==> config.mk <==
export PLATFORM = sky130hd
export DESIGN_NAME = cdb_arbiter
export DESIGN_NICKNAME = d
export VERILOG_FILES = /design/src/rtl/cdb_arbiter.sv
export SDC_FILE = /design/constraint.sdc
export NUM_CORES = 1
export LEC_CHECK = 0
export ABC_AREA = 1
export BUFFER_PORTS_ARGS = -buffer_cell sky130_fd_sc_hd__buf_2
export CORE_MARGIN = 2
export CORE_UTILIZATION = 44
export CTS_BUF_LIST = sky130_fd_sc_hd__clkbuf_16
export CTS_CLUSTER_DIAMETER = 50
export DETAILED_ROUTE_END_ITERATION = 6
export HOLD_SLACK_MARGIN = 0.15
export PLACE_DENSITY = 0.79
export SYNTH_ARGS = -nofsm -noshare
export SYNTH_HDL_FRONTEND = slang
export SYNTH_SLANG_ARGS = --single-unit
==> constraint.sdc <==
create_clock -name clock -period 6.2 [get_ports clock]
set_input_delay 1.24 -clock clock [delete_from_list [all_inputs] [get_ports clock]]
set_output_delay 1.24 -clock clock [all_outputs]
set_load 0.005 [all_outputs]
==> src/rtl/cdb_arbiter.sv <==
// rtl/cdb_arbiter.sv - round-robin single-port CDB arbiter with registered broadcast
module cdb_arbiter #(
   parameter int NUM_FU = 4,
   parameter int XLEN   = 32,
   parameter int TAG_W  = 5
) (
   input  logic                          clock,
   input  logic                          reset,
   input  logic [NUM_FU:0]               fu_done,
   input  logic [(NUM_FU+1)*TAG_W-1:0]   fu_rob_tag,
   input  logic [(NUM_FU+1)*XLEN-1:0]    fu_value,
   input  logic [NUM_FU:0]               fu_take_branch,
   output logic [NUM_FU:0]               fu_ack,
   output logic                          cdb_valid,
   output logic [TAG_W-1:0]              cdb_rob_tag,
   output logic [XLEN-1:0]               cdb_value,
   output logic                          cdb_take_branch,
   output logic [NUM_FU:0]               dones_dbg,
   output logic [NUM_FU:0]               ack_dbg
);

   localparam int NSLOT = NUM_FU + 1;
   localparam int PTR_W = (NSLOT > 1) ? $clog2(NSLOT) : 1;

   // Scan arithmetic is one bit wider than the pointer so ptr+k never overflows before wrapping.
   localparam logic [PTR_W:0]   LAST_SCAN = (PTR_W+1)'(NUM_FU);
   localparam logic [PTR_W:0]   NSLOT_SCAN = (PTR_W+1)'(NSLOT);
   localparam logic [PTR_W-1:0] LAST_IDX = PTR_W'(NUM_FU);

   // Round-robin pointer: the slot with highest priority this cycle.
   logic [PTR_W-1:0] r_ptr;
   logic             r_cdb_valid;
   logic [TAG_W-1:0] r_cdb_rob_tag;
   logic [XLEN-1:0]  r_cdb_value;
   logic             r_cdb_take_branch;

   logic [PTR_W:0]   w_scan;
   logic             w_win_valid;
   logic [PTR_W-1:0] w_win_idx;
   logic [NUM_FU:0]  w_sel;
   logic [NUM_FU:0]  w_ack;
   logic             w_grant;
   logic [TAG_W-1:0] w_win_tag;
   logic [XLEN-1:0]  w_win_value;
   logic             w_win_branch;
   logic [PTR_W-1:0] w_ptr_next;

   // Find the first requesting slot starting at r_ptr and wrapping past NUM_FU back to 0.
   always_comb begin
      w_win_valid = 1'b0;
      w_win_idx   = '0;
      w_scan      = '0;
      for (int k = 0; k < NSLOT; k++) begin
         w_scan = {1'b0, r_ptr} + (PTR_W+1)'(k);
         if (w_scan > LAST_SCAN) begin
            w_scan = w_scan - NSLOT_SCAN;
         end
         if (!w_win_valid && fu_done[w_scan[PTR_W-1:0]]) begin
            w_win_valid = 1'b1;
            w_win_idx   = w_scan[PTR_W-1:0];
         end
      end
   end

   // One-hot winner decode; grants are suppressed while reset is held low.
   always_comb begin
      w_sel = '0;
      for (int j = 0; j < NSLOT; j++) begin
         w_sel[j] = w_win_valid && (w_win_idx == PTR_W'(j));
      end
      w_ack   = w_sel & {NSLOT{reset}};
      w_grant = |w_ack;
   end

   // Payload mux: the selection is one-hot, so OR-ing the gated slices picks the winner.
   always_comb begin
      w_win_tag    = '0;
      w_win_value  = '0;
      w_win_branch = 1'b0;
      for (int j = 0; j < NSLOT; j++) begin
         if (w_sel[j]) begin
            w_win_tag    = w_win_tag    | fu_rob_tag[j*TAG_W +: TAG_W];
            w_win_value  = w_win_value  | fu_value[j*XLEN +: XLEN];
            w_win_branch = w_win_branch | fu_take_branch[j];
         end
      end
   end

   // Next pointer sits just past the winner, wrapping from NUM_FU to 0.
   always_comb begin
      if (w_win_idx == LAST_IDX) begin
         w_ptr_next = '0;
      end else begin
         w_ptr_next = w_win_idx + PTR_W'(1);
      end
   end

   // Broadcast register: a grant is visible on the CDB for exactly the following cycle.
   always_ff @(posedge clock) begin
      if (!reset) begin
         r_ptr             <= '0;
         r_cdb_valid       <= 1'b0;
         r_cdb_rob_tag     <= '0;
         r_cdb_value       <= '0;
         r_cdb_take_branch <= 1'b0;
      end else if (w_grant) begin
         r_ptr             <= w_ptr_next;
         r_cdb_valid       <= 1'b1;
         r_cdb_rob_tag     <= w_win_tag;
         r_cdb_value       <= w_win_value;
         r_cdb_take_branch <= w_win_branch;
      end else begin
         r_cdb_valid       <= 1'b0;
         r_cdb_rob_tag     <= '0;
         r_cdb_value       <= '0;
         r_cdb_take_branch <= 1'b0;
      end
   end

   assign fu_ack          = w_ack;
   assign cdb_valid       = r_cdb_valid;
   assign cdb_rob_tag     = r_cdb_rob_tag;
   assign cdb_value       = r_cdb_value;
   assign cdb_take_branch = r_cdb_take_branch;
   assign dones_dbg       = fu_done;
   assign ack_dbg         = w_ack;

endmodule

==> impl_metrics.py <==
metrics = {
    "placement": {
        "hpwlAfterDp_mm": 11.4,
        "gp_congestion": 0.952,
        "port_buffers": 250,
    },
    "critical_path": {
        "cp-start-kind": "flip-flop",
        "critPathMaxFanout": 24,
        "crit_type": "reg -> out",
        "arrival_ns": 4.38,
        "cpPeakStageDelay_ns": 0.49,
        "critPathSlowestCell": "ha_2",
        "critPathRequiredTime_ns": 4.96,
        "cp-end-kind": "output pin",
        "path_buf_inv": 8,
        "path_cells": "buf_4 -> inv_2 -> ha_1 -> inv_1 -> ha_1 -> o21ai_0 -> nand3_1 -> nand3_1 -> nand2_1 -> nor2_2 -> nand2_2 -> inv_2 -> nand2_1 -> nor2_1 -> nand2_1 -> o21ai_0 -> o21ai_0 -> inv_1 -> ha_2 -> inv_1 -> nor4_1 -> buf_4 -> buf_2",
        "cpLargestDelayFamily": "simple AND/OR/NAND/NOR gates",
    },
    "synthesis": {
        "synth-edff-count": 0,
        "synth.avg_cell_area_um2": 5.80,
        "ys_types": 29,
        "synth_flop_cell": "dfxtp_1",
        "ys_top_cells_by_area": "nand3_1 (29%), dfxtp_1 (22%), nand2_1 (15%)",
        "synthesis.area_um2": 3890,
        "postSynth.asyncResetShare": 0,
        "seq_area_frac_synth": 0.216,
        "synth_warnings": 0,
        "yosysTopAreaCell": "nand3_1",
        "syn_nets": 886,
        "synth_seq_cells": 42,
        "syn_inst": 671,
        "netlist.area_leader.share": 0.288,
    },
    "floorplanning": {
        "core.rowCount": 34,
        "die_w_um": 98.1,
        "core_area_um2": 8640,
        "initial_core_util": 0.451,
        "pin_count": 251,
        "die_area_um2": 9610,
        "fp.dieH_um": 98.1,
    },
    "detailed_routing": {
        "via_per_inst": 5.18,
        "totalWireLength_mm": 14.6,
        "drcViolationCount": 0,
        "vias": 5164,
        "post_drt_wl_per_cell_um": 14.6,
        "dr.pass1.iters": 5,
        "antenna_left": 0,
        "drtIter0Drc": 277,
    },
    "global_route": {
        "globalRouteOverflowTotal": 0,
        "grt_pass1_wl_mm": 23.2,
        "grt_pass1_vias": 4702,
        "grt_usage": 0.295,
        "grt_antenna_before_repair": 3,
        "grt_max_degree": 44,
    },
    "cts": {
        "clock-sinks": 42,
        "ctsResizeCount": 0,
        "cts_buffer_depth": 2,
        "hold_buffers": 0,
        "numCtsBuffers": 5,
        "clk_pin_slew_ns": 0.06,
        "post_cts_buffers": 0,
        "cts-root-buf": "clkbuf_16",
        "cts_tree": "yes",
        "insertion_delay_ns": 0.28,
        "cts_max_level": 2,
    },
    "timing": {
        "period_needed_ns": 5.62,
        "relSlewSlack": 0.622,
        "rsz0062_at_grt": "false",
        "finalHoldViolations": 0,
        "setup_viol": 0,
        "setup_tns_ns": 0,
        "maxSlewViolCount": 0,
        "fin_crit_sh": 0.906,
        "tightest_slew_ns": 0.561,
        "clock_skew_ns": 0.00571,
        "fmax_ghz": 0.178,
    },
    "final_layout": {
        "nets": 1100,
        "fillerInstances": 901,
        "drive_gt1_frac": 0.340,
        "area_delta_synth_final_pct": 34.5,
        "multiInputGateArea_um2": 2590,
        "regArea_um2": 841,
        "post-route-util": 0.606,
    },
    "run_status": {
        "status": "finished clean",
    },
    "job": {
        "maxCapViolCount": 0,
    },
    "hold_path": {
        "hold_class": "reg -> reg",
    },
}
## cell usage in the layout (no fill, tap or decap), drive strengths merged
master  count
nand2     161
nand3     228
bufinv      1
clkbuf      5
a21oi       4
or2         1
o211ai      3
nor2       97
buf       262
o21ai       7
and2        1
nand4       6
diode       3
nand3b      1
inv        43
xor2        2
ha         18
nor4        2
clkinv      1
dfxtp      42
## routing by layer
layer / wire [um] / track usage
met1: 5780 / 0.367
met2: 6910 / 0.502
met3: 1510 / 0.0666
met4: 390 / 0.105
met5: 0 / 0
## state kept, by name, summed over array words and instances (netlist names)
register         cells
cdb_take_branch      1
cdb_rob_tag          5
cdb_value           32
r_ptr                3
cdb_valid            1
## through the flow
stage	hold WS [ns]	std cells	instance area, um2	setup slack [ns]
floorplan	0.572	671	3890	1.25
global placement	0.643	986	5070	0.979
global route	0.706	995	5230	0.144
detailed placement	0.644	986	5070	0.860
CTS	0.652	993	5230	0.609
finish	0.655	996	5240	0.583
## kinds of logic (layout without fill, tap and decap cells)
kind of cell / count (synthesis) / count (layout) / synth area share
other: 0 / 3 / 0
AOI/OAI and AO/OA: 14 / 14 / 0.0225
and+or+nand+nor: 497 / 497 / 0.577
xor gates and xnor gates: 2 / 2 / 0.00450
DFF: 42 / 42 / 0.216
adders and majority gates: 18 / 18 / 0.0579
buffers and inverters: 98 / 312 / 0.122
## cell usage after synthesis, types with 5 or more instances
library cell  instances
buf_2                16
nor2_1               92
nand3_1             224
inv_2                12
nand2_2               6
inv_1                31
dfxtp_1              42
nand2_1             155
nand4_1               6
clkbuf_1             16
ha_1                 18
o21ai_0               5
buf_4                16
## cell type report
class / instances / share of cell area
inverters: 43 / 0.0308
clock buffers: 5 / 0.0239
multi-input cells: 531 / 0.495
clock inverters: 2 / 0.00645
well taps: 108 / 0.0258
diodes: 3 / 0.00143
flip-flops and latches: 42 / 0.161
repair buffers: 262 / 0.256
## worst reg2reg max path: cells and delay by family, from the launching register on
family	cells	cell delay, ns
simple gates	15	1.82
buf+inv	5	1.06
fa+ha+maj	4	1.04
flops	1	0.54
compound gates	1	0.26
## final timing paths
check             startpoint             to  slack (ns)  depth (start not counted)
hold / removal      r_ptr[2]       r_ptr[2]        0.65                          2
setup / recovery    r_ptr[0]     ack_dbg[0]        0.58                         23
hold reg to reg     r_ptr[2]       r_ptr[2]        0.65                          2
setup reg to reg    r_ptr[1]  cdb_value[27]        1.35                         25
Power is not shown: default switching activity piles up to over one toggle a cycle in this logic, so the estimate is an artifact.
